### config.mk
export PLATFORM = sky130hd
export DESIGN_NAME = mem_access_unit
export DESIGN_NICKNAME = d
export VERILOG_FILES = /design/src/rtl/mem_access_unit.sv
export SDC_FILE = /design/constraint.sdc
export NUM_CORES = 1
export LEC_CHECK = 0
export BUFFER_PORTS_ARGS = -buffer_cell sky130_fd_sc_hd__buf_2
export CAP_MARGIN = 10
export CORE_AREA = 2 2 217 219
export DETAILED_ROUTE_END_ITERATION = 16
export DIE_AREA = 0 0 219 221
export PLACE_DENSITY = 0.82
export SKIP_CTS_REPAIR_TIMING = 1
export SYNTH_ARGS = -nofsm -noshare
export SYNTH_HDL_FRONTEND = slang
export SYNTH_SLANG_ARGS = --single-unit
### constraint.sdc
create_clock -name clk -period 8.5 [get_ports clk]
set_input_delay 1.7 -clock clk [delete_from_list [all_inputs] [get_ports clk]]
set_output_delay 1.7 -clock clk [all_outputs]
set_load 0.03 [all_outputs]
### src/rtl/mem_access_unit.sv
// Variable-latency memory stage: branch resolve, SB_DEPTH-entry store buffer draining in the
// background, loads over a req/ack port. Define STORE_FWD_EN to enable store-to-load forwarding.
module mem_access_unit #(
    parameter int DATA_W   = 64,
    parameter int ADDR_W   = 64,
    parameter int SB_DEPTH = 4
) (
    input  logic              clk,
    input  logic              reset_n,
    input  logic              req_valid,
    input  logic              req_write,
    input  logic [3:0]        xfer_size,
    input  logic [ADDR_W-1:0] address,
    input  logic [DATA_W-1:0] write_data,
    input  logic              zero,
    input  logic              branch,
    input  logic              cbz,
    input  logic              cbnz,
    output logic              BrTaken,
    output logic              stall,
    output logic              misalign,
    output logic              load_valid,
    output logic [DATA_W-1:0] load_data,
    output logic              mem_req,
    output logic              mem_we,
    output logic [ADDR_W-1:0] mem_addr,
    output logic [DATA_W-1:0] mem_wdata,
    output logic [3:0]        mem_size,
    input  logic              mem_ack,
    input  logic [DATA_W-1:0] mem_rdata
);

    localparam int PTR_W = $clog2(SB_DEPTH);
    localparam int CNT_W = PTR_W + 1;

    typedef enum logic [1:0] {S_IDLE, S_ST_BUSY, S_LD_BUSY, S_LD_DONE} state_t;

    function automatic logic [DATA_W-1:0] mask_size(input logic [DATA_W-1:0] d,
                                                     input logic [3:0] s);
        case (s)
            4'd1:    mask_size = d & DATA_W'(64'h0000_0000_0000_00FF);
            4'd2:    mask_size = d & DATA_W'(64'h0000_0000_0000_FFFF);
            4'd4:    mask_size = d & DATA_W'(64'h0000_0000_FFFF_FFFF);
            default: mask_size = d;
        endcase
    endfunction

    function automatic logic is_misaligned(input logic [ADDR_W-1:0] a, input logic [3:0] s);
        case (s)
            4'd1:    is_misaligned = 1'b0;
            4'd2:    is_misaligned = a[0];
            4'd4:    is_misaligned = |a[1:0];
            4'd8:    is_misaligned = |a[2:0];
            default: is_misaligned = 1'b1;
        endcase
    endfunction

    state_t            r_state;
    logic [CNT_W-1:0]  r_count;
    logic [PTR_W-1:0]  r_head;
    logic [PTR_W-1:0]  r_tail;
    logic              r_load_valid;
    logic [DATA_W-1:0] r_load_data;
    logic              r_mem_req;
    logic              r_mem_we;
    logic [ADDR_W-1:0] r_mem_addr;
    logic [DATA_W-1:0] r_mem_wdata;
    logic [3:0]        r_mem_size;

    logic [ADDR_W-1:0] r_sb_addr [SB_DEPTH];
    logic [DATA_W-1:0] r_sb_data [SB_DEPTH];
    logic [3:0]        r_sb_size [SB_DEPTH];

    logic w_full, w_st_req, w_st_acc, w_ld_req, w_st_pop, w_ld_elig, w_ld_issue, w_fwd_go;
    logic [DATA_W-1:0] w_fwd_data;

    assign BrTaken  = branch | (cbz & zero) | (cbnz & ~zero);
    assign misalign = req_valid & is_misaligned(address, xfer_size);
    assign w_full   = (r_count == CNT_W'(SB_DEPTH));
    assign w_st_req = req_valid & req_write & ~misalign;
    assign w_st_acc = w_st_req & ~w_full;
    assign w_ld_req = req_valid & ~req_write & ~misalign;
    assign w_st_pop = (r_state == S_ST_BUSY) & mem_ack;
    // r_load_valid marks the cycle in which the presented load is consumed
    assign stall    = (w_st_req & w_full) | (w_ld_req & ~r_load_valid);

`ifdef STORE_FWD_EN
    logic              w_any_ovl;
    logic              w_fwd_hit;
    logic [PTR_W-1:0]  w_idx;
    logic [ADDR_W:0]   w_e_lo, w_e_hi, w_l_lo, w_l_hi;

    // Scan oldest to youngest so the last overlapping entry decides the hit
    always_comb begin
        w_any_ovl  = 1'b0;
        w_fwd_hit  = 1'b0;
        w_fwd_data = '0;
        w_idx      = '0;
        w_e_lo     = '0;
        w_e_hi     = '0;
        w_l_lo     = {1'b0, address};
        w_l_hi     = {1'b0, address} + (ADDR_W+1)'(xfer_size);
        for (int i = 0; i < SB_DEPTH; i++) begin
            w_idx  = r_head + PTR_W'(i);
            w_e_lo = {1'b0, r_sb_addr[w_idx]};
            w_e_hi = {1'b0, r_sb_addr[w_idx]} + (ADDR_W+1)'(r_sb_size[w_idx]);
            if ((CNT_W'(i) < r_count) && (w_e_lo < w_l_hi) && (w_l_lo < w_e_hi)) begin
                w_any_ovl  = 1'b1;
                w_fwd_hit  = (r_sb_addr[w_idx] == address) && (r_sb_size[w_idx] == xfer_size);
                w_fwd_data = r_sb_data[w_idx];
            end
        end
    end

    assign w_ld_elig = ~w_any_ovl;
    assign w_fwd_go  = w_ld_req & w_fwd_hit & ~r_load_valid &
                       ((r_state == S_IDLE) || (r_state == S_ST_BUSY));
`else
    assign w_ld_elig  = (r_count == '0);
    assign w_fwd_go   = 1'b0;
    assign w_fwd_data = '0;
`endif

    assign w_ld_issue = w_ld_req & ~r_load_valid & w_ld_elig;

    always_ff @(posedge clk) begin
        if (w_st_acc) begin
            r_sb_addr[r_tail] <= address;
            r_sb_data[r_tail] <= write_data;
            r_sb_size[r_tail] <= xfer_size;
        end
    end

    always_ff @(posedge clk or negedge reset_n) begin
        if (!reset_n) begin
            r_state      <= S_IDLE;
            r_count      <= '0;
            r_head       <= '0;
            r_tail       <= '0;
            r_load_valid <= 1'b0;
            r_load_data  <= '0;
            r_mem_req    <= 1'b0;
            r_mem_we     <= 1'b0;
            r_mem_addr   <= '0;
            r_mem_wdata  <= '0;
            r_mem_size   <= '0;
        end else begin
            r_load_valid <= 1'b0;
            if (w_fwd_go) begin
                r_load_valid <= 1'b1;
                r_load_data  <= mask_size(w_fwd_data, xfer_size);
            end
            if (w_st_acc && !w_st_pop)
                r_count <= r_count + CNT_W'(1);
            else if (!w_st_acc && w_st_pop)
                r_count <= r_count - CNT_W'(1);
            if (w_st_acc)
                r_tail <= r_tail + PTR_W'(1);
            if (w_st_pop)
                r_head <= r_head + PTR_W'(1);

            case (r_state)
                S_IDLE: begin
                    if (w_ld_issue) begin
                        r_state     <= S_LD_BUSY;
                        r_mem_req   <= 1'b1;
                        r_mem_we    <= 1'b0;
                        r_mem_addr  <= address;
                        r_mem_wdata <= '0;
                        r_mem_size  <= xfer_size;
                    end else if (r_count != '0) begin
                        r_state     <= S_ST_BUSY;
                        r_mem_req   <= 1'b1;
                        r_mem_we    <= 1'b1;
                        r_mem_addr  <= r_sb_addr[r_head];
                        r_mem_wdata <= r_sb_data[r_head];
                        r_mem_size  <= r_sb_size[r_head];
                    end else if (w_st_acc) begin
                        // Empty buffer: issue straight from the incoming store (it lands at head)
                        r_state     <= S_ST_BUSY;
                        r_mem_req   <= 1'b1;
                        r_mem_we    <= 1'b1;
                        r_mem_addr  <= address;
                        r_mem_wdata <= write_data;
                        r_mem_size  <= xfer_size;
                    end
                end
                S_ST_BUSY: begin
                    if (mem_ack) begin
                        r_state   <= S_IDLE;
                        r_mem_req <= 1'b0;
                        r_mem_we  <= 1'b0;
                    end
                end
                S_LD_BUSY: begin
                    if (mem_ack) begin
                        r_state      <= S_LD_DONE;
                        r_mem_req    <= 1'b0;
                        r_load_valid <= 1'b1;
                        r_load_data  <= mask_size(mem_rdata, r_mem_size);
                    end
                end
                default: r_state <= S_IDLE;
            endcase
        end
    end

    assign load_valid = r_load_valid;
    assign load_data  = r_load_data;
    assign mem_req    = r_mem_req;
    assign mem_we     = r_mem_we;
    assign mem_addr   = r_mem_addr;
    assign mem_wdata  = r_mem_wdata;
    assign mem_size   = r_mem_size;

endmodule

==> results of run 1 <==
registers in the layout (all words and copies together), names as in the netlist, 2 cells and up:
name	cells
mem_wdata	64
mem_size	4
r_count	3
load_data	64
r_state	2
r_sb_size	16
r_head	2
r_sb_addr	256
r_sb_data	256
r_tail	2
mem_addr	64
routing by layer:
metal,vias to the layer above,share of wire
met5,-,0.0015
met2,785,0.50
met4,16,0.023
li1,6609,-
met1,8172,0.40
met3,117,0.079
per-stage QoR:
stage          total power [uW]  setup WS [ns]  hold WS [ns]  area, sq um  instances
2_1_floorplan              7800           2.17         0.510        27800       1383
3_3_place_gp               8850           3.25         0.483        30300       2319
3_5_place_dp               8940           3.18         0.485        30300       2319
4_1_cts                   12100           3.63         0.503        32700       2453
5_1_grt                   12500           3.53         0.510        32700       2461
6_report                  12000           3.65         0.498        32700       2464
cells in the mapped netlist, types with 2 or more instances:
master / instances / share of area
xnor2_1: 4 / 0.0013
buf_2: 30 / 0.0054
mux2_2: 10 / 0.0041
clkbuf_1: 52 / 0.0070
a22o_1: 56 / 0.018
o21bai_1: 2 / 0.00054
buf_1: 5 / 0.00068
nand2_1: 9 / 0.0012
o32a_1: 2 / 0.00072
inv_1: 7 / 0.00095
o22ai_1: 68 / 0.015
dfrtp_1: 208 / 0.19
nand3_1: 3 / 0.00054
a21oi_1: 2 / 0.00036
a31oi_1: 2 / 0.00045
a2bb2oi_1: 67 / 0.021
buf_6: 9 / 0.0036
and2_1: 4 / 0.00090
o21ai_0: 3 / 0.00054
nor2b_1: 3 / 0.00068
nor2_1: 11 / 0.0015
a211o_1: 2 / 0.00063
edfxtp_1: 528 / 0.57
mux4_2: 132 / 0.11
xor2_1: 5 / 0.0016
nor4b_1: 2 / 0.00063
and3_1: 65 / 0.015
a221o_1: 64 / 0.023
nand3b_1: 2 / 0.00054
ha_1: 8 / 0.0036
power groups by stage:
stage,combinational (uW),clock [uW],sequential [uW]
4_1_cts,4040,3180,4890
3_3_place_gp,3920,0,4930
6_report,4020,3130,4890
3_5_place_dp,3990,0,4940
5_1_grt,4260,3320,4960
2_1_floorplan,2180,0,5620
cells by family (layout without fill, tap and decap cells):
| kind of cell | after synthesis | after routing | synth area share |
|---|---|---|---|
| AO/OA/AOI/OAI | 279 | 279 | 0.0843 |
| adder cells (fa/ha/maj) | 9 | 9 | 0.00432 |
| XOR/XNOR | 9 | 9 | 0.00284 |
| other | 0 | 10 | 0 |
| buffers and inverters | 105 | 569 | 0.0181 |
| multiplexers | 142 | 142 | 0.111 |
| AND/OR/NAND/NOR | 103 | 103 | 0.0217 |
| flip-flops | 736 | 736 | 0.758 |
worst max-delay path, cell delays in order:
cell,delay (ns)
buf_2,0.16
nor4b_1,0.36
nor2_1,0.18
a21oi_1,0.33
nand2_1,0.09
nor2_1,0.12
buf_2,0.22
worst paths after layout:
kind                       slack [ns]  cells past startpoint             to
setup / recovery                 3.65                      7          stall
hold / removal                   0.50                      1  load_data[14]
setup reg to reg                 5.25                      4   mem_addr[62]
hold reg to reg                  0.50                      1  load_data[14]
max in group asynchronous        5.97                      2   load_data[5]
min in group asynchronous        1.16                      1   mem_wdata[0]
cell type report:
class                   count  area (sq um)  share of cell area
repair buffers            427          2210              0.0675
inverters                   8          30.0            0.000918
clock buffers             100          2110              0.0647
well taps                 607           759              0.0232
flip-flops and latches    736         21100               0.644
diodes                     10          25.0            0.000765
multi-input cells         542          6270               0.192
clock inverters            34           219             0.00670
placed cells by master, fill, tap and decap left out, types with 3 or more instances in the layout:
cell type / Yosys / routed
xnor2_1: 4 / 4
nor2b_1: 3 / 3
nand2_1: 9 / 8
diode_2: 0 / 10
buf_2: 30 / 405
clkinv_1: 0 / 10
xor2_1: 5 / 5
o21ai_0: 3 / 3
clkbuf_16: 0 / 78
clkbuf_8: 0 / 8
edfxtp_1: 528 / 528
mux2_2: 10 / 10
and2_4: 0 / 4
ha_1: 8 / 7
nor2_1: 11 / 10
and3_1: 65 / 64
o22ai_1: 68 / 68
buf_4: 1 / 20
a2bb2oi_1: 67 / 67
clkbuf_1: 52 / 14
inv_6: 0 / 3
a22o_1: 56 / 56
inv_1: 7 / 7
clkinv_2: 0 / 19
nand3_1: 3 / 3
dfrtp_1: 208 / 206
a221o_1: 64 / 64
mux4_2: 132 / 132
==> results.md, run 1 <==
- PortBufs: about 400
- Worst skew pair latency: between 0.6 and 0.7 ns
- Final Skew: ~0.019 ns
- All-Layer GR Usage: 0.269
- Fin crit share: 0.571
- Crit path from: xfer_size[0]
- Final hold viol count: 0
- RePlAce Congestion: 0.875
- Leak pwr: approximately 0.012 uW
- Clock sinks: about 740
- Drt drc: 0
- Layout cell share with drive strength beyond 1: 0.378
- Crit path kind: in -> out
- Setup_tns: 0 ns
- Outcome: finished, final reports clean
- Max_cap viols: 0
- Post-detail-place hpwl: about 37,000 um
- Vias per cell: approximately 6.4
- Via count: 15,700
- Number of synthesis warnings: 0
- Worst slew pin tran: between 1 and 1.5 ns
- Async SR Flop Fraction: 0.283
- Register area share after synthesis: 0.758
- TritonCTS clock tree: built
- Sequential power share: 0.406
- Cell variety after synth: 48
- Synth Register Bits: around 740
- Clk buf depth: 3
- R2R Path Start: r_head[0]
- Fin nets: roughly 2,000
- Die height: about 220 um
- Internal power: roughly 7900 uW
- Core Rows: approximately 80
- Gr ovfl total: 0
- Syn Inst Count: roughly 1,400
- Clk slew on worst S/H paths: about 0.06 ns
- Routing usage on met2: 0.427
- Die W: roughly 220 um
- Worst-path maximum fanout: 9
- CP arrival: 3.15 ns
- Fin util: 0.710
- Drt total wl: between 60,000 and 70,000 um
- HP Class: reg -> reg
- Number of global-route vias before repair: approximately 16,000
- Worst hold start: load_data[14]
- Slew Viols, Final: 0
- Num CTS Buffers: approximately 70
- Root Driver: clkbuf_16
- Psw: between 4000 and 5000 uW
- Drt pass-1 iters: 5
- Synthesized Nets: 1,597
- Comb pwr share: 0.334
- Syn_area_per_cell: between 20 and 25 sq um
- Unrepaired setup endpoints after global routing: false
- Sw Share: 0.344
- Grt met1 use: 0.381
- WL/cell: between 20 and 30 um
- Initial antenna violation count: 20
- Most Used Layer, Global Route: met2
- Setup violations, final: 0
- Fillers: about 2,800
- Peak supply drop: between 0.0002 and 0.0003 V
- Worst setup EP type: output pin
- M3 GR Usage: 0.0597
- Clock share of power: 0.260
- Cell area after technology mapping: 27,800 sq um
- Req. time, crit path: a little under 7 ns
- Final min period: between 4 and 5 ns
- Power per Cell Area: ~370 nW/um^2
- IO Count: 407
- Routed Antenna Nets: 0
- Starting Density: 0.603
- Starting DRC count in detailed routing: ~1,500
- First-pass GRT wire length: ~98,000 um
- Startpoint Class: primary input
- Top_reg_cell synth: edfxtp_1
- Area Overhead vs Synth: 17.7%
- Slew margin rel.: 0.178
- Largest net degree at the start of global routing: 102
- EDFF count, synth: between 500 and 600
- Core box area: 46,100 sq um
- CTS H-tree depth: 3
- Die ar.: about 48,000 sq um
- Fmax achieved: about 210 MHz
(Power assumes the default switching activity.)
==> inputs of run 2 (changes only) <==
ABC_AREA = 1   (was not set)
CORE_AREA = 2 2 241 243   (was 2 2 217 219)
DIE_AREA = 0 0 243 245   (was 0 0 219 221)
PLACE_DENSITY = 0.74   (was 0.82)
clock period = 4.31 ns   (was 8.5 ns; I/O delays follow)
==> results.md, run 2 <==
- Layout cell share with drive strength beyond 1: 0.197
- Fmax achieved: between 300 and 400 MHz
- Worst slew pin tran: 1.17 ns
- Placed inst area: roughly 32,000 sq um
- Outcome: finished, final reports clean
- Top_reg_cell synth: edfxtp_1
- Cell area after technology mapping: about 29,000 sq um
- Drt pass-1 iters: 5
- Most frequent cells after synthesis: nand2_1, edfxtp_1, o21ai_0
- Setup violations, final: 0
- Die W: roughly 240 um
- Slew margin rel.: 0.222
- Cell area after layout: 34,800 sq um
- HP Class: in -> async
- EDFF count, synth: between 500 and 600
- Unrepaired setup endpoints after global routing: false
- First-pass GRT wire length: 114,000 um
- CP Capture Point: stall
- Syn Inst Count: around 2,600
- Post-detail-place hpwl: 43,100 um
- Routed Antenna Nets: 0
- Regs by FF count: r_sb_addr x256, r_sb_data x256
- CTS H-tree depth: 3
- Worst skew pair latency: between 0.6 and 0.7 ns
- Cell variety after synth: 30
- CP arrival: 2.21 ns
- Num CTS Buffers: 76
- Final Skew: ~0.026 ns
- Drt total wl: approximately 74,000 um
- Comb pwr share: 0.375
- RePlAce Congestion: between 0.8 and 0.9
- Startpoint Class: primary input
- Syn_area_per_cell: between 10 and 15 sq um
- Die ar.: roughly 60,000 sq um
- WL/cell: 19.8 um
- Power per Cell Area: roughly 730 nW/um^2
- PortBufs: a little over 400
- Psw: 10,100 uW
- Via count: ~21,000
- R2R Path Start: r_count[0]
- Synth Register Bits: about 740
- Peak supply drop: ~0.00058 V
- Async SR Flop Fraction: 0.283
- Number of synthesis warnings: 0
- Max_cap viols: 0
- Die height: 245 um
- Root Driver: clkbuf_16
- Area Overhead vs Synth: 18.2%
- Worst setup EP type: output pin
- Fin crit share: 0.714
- Req. time, crit path: about 3.5 ns
- Number of global-route vias before repair: between 20,000 and 25,000
- Synth top area share: 0.538
- IO Count: between 400 and 500
- Internal power: around 15,000 uW
- Synthesized Nets: 2,775
- Commonest non-fill, non-tap cell in the layout: nand2_1
- FF-to-FF End: r_state[0]
- R2R Setup Slk: roughly 1.3 ns
- Final hold viol count: 0
- Worst R2R Path Depth: 7
- Area leader, netlist: edfxtp_1
- Crit path kind: in -> out
- Cell with the most instances after synthesis: nand2_1
- Fin nets: 3,126
- Core Rows: between 80 and 90
- Sequential power share: 0.364
- Clock share of power: 0.261
- Crit path from: xfer_size[0]
- Leak pwr: 0.0142 uW
- Slew Viols, Final: 0
- Clock sinks: 736
- All-Layer GR Usage: 0.245
- Worst-path maximum fanout: 9
- Starting DRC count in detailed routing: around 1,700
- Clk buf depth: 3
- Initial antenna violation count: 31
- Gr ovfl total: 0
- Final min period: ~3.1 ns
- Clk slew on worst S/H paths: approximately 0.06 ns
- Drt drc: 0
- Vias per cell: between 5 and 6
- Top post-synthesis cells by area: edfxtp_1, dfrtp_1, nand2_1
- Leading cell types in the layout, fill and taps excluded: nand2_1, edfxtp_1, buf_2
- Starting Density: 0.516
- TritonCTS clock tree: built
- Core box area: between 50,000 and 60,000 sq um
- Register area share after synthesis: 0.715
- Largest net degree at the start of global routing: ~270
- Worst hold margin: about 0.3 ns
- Sw Share: 0.396
run 2: cell type report:
| cell class | instances | area [sq um] |
|---|---|---|
| Tap cell | 765 | 957 |
| Inverter | 35 | 149 |
| Timing Repair Buffer | 441 | 2470 |
| Fill cell | 4599 | 22200 |
| Antenna cell | 22 | 55.1 |
| Multi-Input combinational cell | 1622 | 7560 |
| Sequential cell | 736 | 21100 |
| Clock buffer | 103 | 2190 |
| Clock inverter | 37 | 364 |
run 2: worst min path at each step:
stage	endpoint	slack [ns]	start	cells past startpoint
2_1_floorplan	r_state[1]	0.47	r_state[1]	2
3_3_place_gp	load_data[63]	0.46	load_data[63]	2
3_5_place_dp	mem_wdata[61]	0.46	mem_wdata[61]	2
4_1_cts	mem_wdata[11]	0.33	reset_n	1
5_1_grt	mem_wdata[10]	0.35	reset_n	1
6_report	mem_wdata[13]	0.30	reset_n	1
run 2: power by group through the flow:
stage	logic, uW	clock network (uW)	registers (uW)
2_1_floorplan	5160	0	10900
3_3_place_gp	9230	0	9320
3_5_place_dp	9500	0	9350
4_1_cts	9580	6720	9230
5_1_grt	10500	7020	9330
6_report	9520	6610	9240
run 2: per-layer routing:
layer	up-vias	wire length, um	share of wire	global-route usage
met1	10400	30400	0.41	0.323
met5	-	178	0.0024	0
met4	26	1960	0.026	0.0911
met2	712	36100	0.48	0.396
met3	151	5870	0.079	0.0616
li1	9673	-	-	-
run 2: cell families (layout without fill, tap and decap cells):
kind of cell | Yosys count | after routing | synth area share
AO/OA/AOI/OAI | 483 | 483 | 0.102
XOR/XNOR | 4 | 4 | 0.00119
adder cells (fa/ha/maj) | 9 | 9 | 0.00408
buffers and inverters | 203 | 616 | 0.0301
flip-flops | 736 | 736 | 0.715
multiplexers | 1 | 1 | 0.000382
other | 0 | 22 | 0
AND/OR/NAND/NOR | 1125 | 1125 | 0.147
run 2: metrics by stage:
stage	setup TNS (ns)	total power [uW]	worst slack, ns	instances	utilization
final	0	25400	1.23	3761	0.610
after global routing	0	26900	0.996	3751	0.610
after CTS	0	25500	1.25	3739	0.609
after detailed placement	0	18800	0.964	3599	0.564
after global placement	0	18500	1.11	3599	0.564
after floorplan	-684.83	16000	-1.30	2561	-
run 2: critical path: stages:
cell and delay [ns]:
buf_2 0.16, nor2_2 0.22, nand3_1 0.17, nand2_2 0.13, nand3_1 0.15, o21ai_0 0.23
buf_2 0.29
==> inputs of run 3 (changes only) <==
CORE_AREA = 2 2 231 233   (was 2 2 241 243)
DIE_AREA = 0 0 233 235   (was 0 0 243 245)
PLACE_DENSITY = 0.77   (was 0.74)
clock period = 3.07 ns   (was 4.31 ns; I/O delays follow)
==> results.md, run 3 (same netlist as run 2, synthesis figures left out) <==
- Starting DRC count in detailed routing: 2,038
- Fin crit share: 0.945
- Drt total wl: roughly 75,000 um
- Gr ovfl total: 0
- Final min period: about 2.9 ns
- Placed Cells incl. Taps: roughly 3,500
- Worst slew pin tran: between 1 and 1.5 ns
- CP arrival: about 2.3 ns
- Outcome: finished, final reports clean
- Final hold viol count: 0
- Worst setup EP type: output pin
- Clk slew on worst S/H paths: approximately 0.06 ns
- Fillers: approximately 3,700
- Initial antenna violation count: 29
- Drt pass-1 iters: 6
- Area Overhead vs Synth: 18.1%
- HP Class: in -> async
- Setup_tns: 0 ns
- Leading cell types in the layout, fill and taps excluded: nand2_1, edfxtp_1, buf_2
- Root Driver: clkbuf_16
- Worst skew pair latency: around 0.62 ns
- Clock sinks: 736
- Final Skew: about 0.025 ns
- Startpoint Class: register
- Drt drc: 0
- Multi-input gate area: 7580 sq um
- Core Rows: 84
- CTS H-tree depth: 3
- Setup violations, final: 0
- Final Non-Filler Cells: between 3,000 and 4,000
- Post-detail-place hpwl: about 44,000 um
- Leak pwr: 0.0142 uW
- Peak supply drop: approximately 0.00085 V
- Worst-path maximum fanout: 4
- Die height: about 240 um
- PortBufs: 406
- Number of global-route vias before repair: roughly 21,000
- Routed Antenna Nets: 0
- First-pass GRT wire length: 114,000 um
- Post-Place Worst Slack: approximately 0.29 ns
- Starting Density: 0.564
- Largest net degree at the start of global routing: 266
- Max_cap viols: 0
- Layout cell share with drive strength beyond 1: 0.198
- IO Count: ~410
- Slew margin rel.: 0.176
- Final setup margin: roughly 0.17 ns
- Core box area: roughly 52,000 sq um
- TritonCTS clock tree: built
- Crit path kind: reg -> out
- All-Layer GR Usage: 0.269
- Fmax achieved: 345 MHz
- WL/cell: just over 20 um
- Vias per cell: 5.74
- Slew Viols, Final: 0
- Unrepaired setup endpoints after global routing: false
- Overall Power: ~35,000 uW
- Req. time, crit path: ~2.5 ns
- Regs by FF count: r_sb_addr x256, r_sb_data x256
- Die ar.: ~55,000 sq um
- Fin nets: between 3,000 and 4,000
- Num CTS Buffers: 74
- Clk buf depth: 3
- Die W: 233 um
- Register area: around 21,000 sq um
- Commonest non-fill, non-tap cell in the layout: nand2_1
- RePlAce Congestion: just under 0.9
- Power per Cell Area: approximately 1000 nW/um^2
- Via count: roughly 21,000
run 3: cell count changes in the layout (fill, tap and decap cells not counted), moves of 2 or more:
cell / previous run / this run
clkbuf_1: 13 / 20
clkinv_2: 14 / 12
clkbuf_16: 80 / 76
inv_2: 4 / 6
nand3_2: 1 / 3
clkinvlp_4: 5 / 1
nor2_4: 5 / 7
buf_12: 13 / 23
clkinv_1: 6 / 9
nand3_1: 56 / 53
diode_2: 22 / 16
run 3: metrics by stage:
step	hold WS, ns	area [sq um]	util
global route	0.0981	34800	0.666
detailed placement	0.460	32300	0.619
global placement	0.456	32300	0.619
finish	0.0570	34800	0.666
floorplan	0.318	29500	-
CTS	0.0607	34700	0.665
run 3: cell type report:
cell class                      instances  area share
Clock inverter                         32     0.00853
Tap cell                              688      0.0248
Clock buffer                          106      0.0608
Antenna cell                           16     0.00115
Sequential cell                       736       0.606
Timing Repair Buffer                  451      0.0767
Multi-Input combinational cell       1622       0.218
Inverter                               35     0.00428
run 3: worst max-delay path: stages (launching register included):
cell and delay (ns):
dfrtp_1 0.50, nor3_1 0.40, nand4_2 0.24, o21ai_0 0.25, buf_2 0.29
run 3: metal layers:
metal / global-route usage / wire, um
met4: 0.101 / 2240
met2: 0.432 / 36400
met5: 0 / 191
met3: 0.0585 / 5680
met1: 0.362 / 30100
run 3: path summary, 6_finish.rpt:
check                      cells past startpoint    startpoint       endpoint  slack [ns]
max                                            4    load_valid          stall        0.17
min                                            1       reset_n  mem_wdata[12]        0.06
max reg2reg                                    7     r_head[0]  mem_wdata[61]        0.61
min reg2reg                                    2  mem_addr[16]   mem_addr[16]        0.47
max in group asynchronous                      2       reset_n   mem_addr[15]        2.27
min in group clk                               3  mem_rdata[4]   load_data[4]        0.19
run 3: report_power, final:
| part | internal [uW] | total [uW] | switching [uW] |
|---|---|---|---|
| clock | 5160 | 8880 | 3720 |
| sequential | 12200 | 13000 | 820 |
| combinational | 4030 | 13600 | 9540 |
| total | 21400 | 35400 | 14100 |
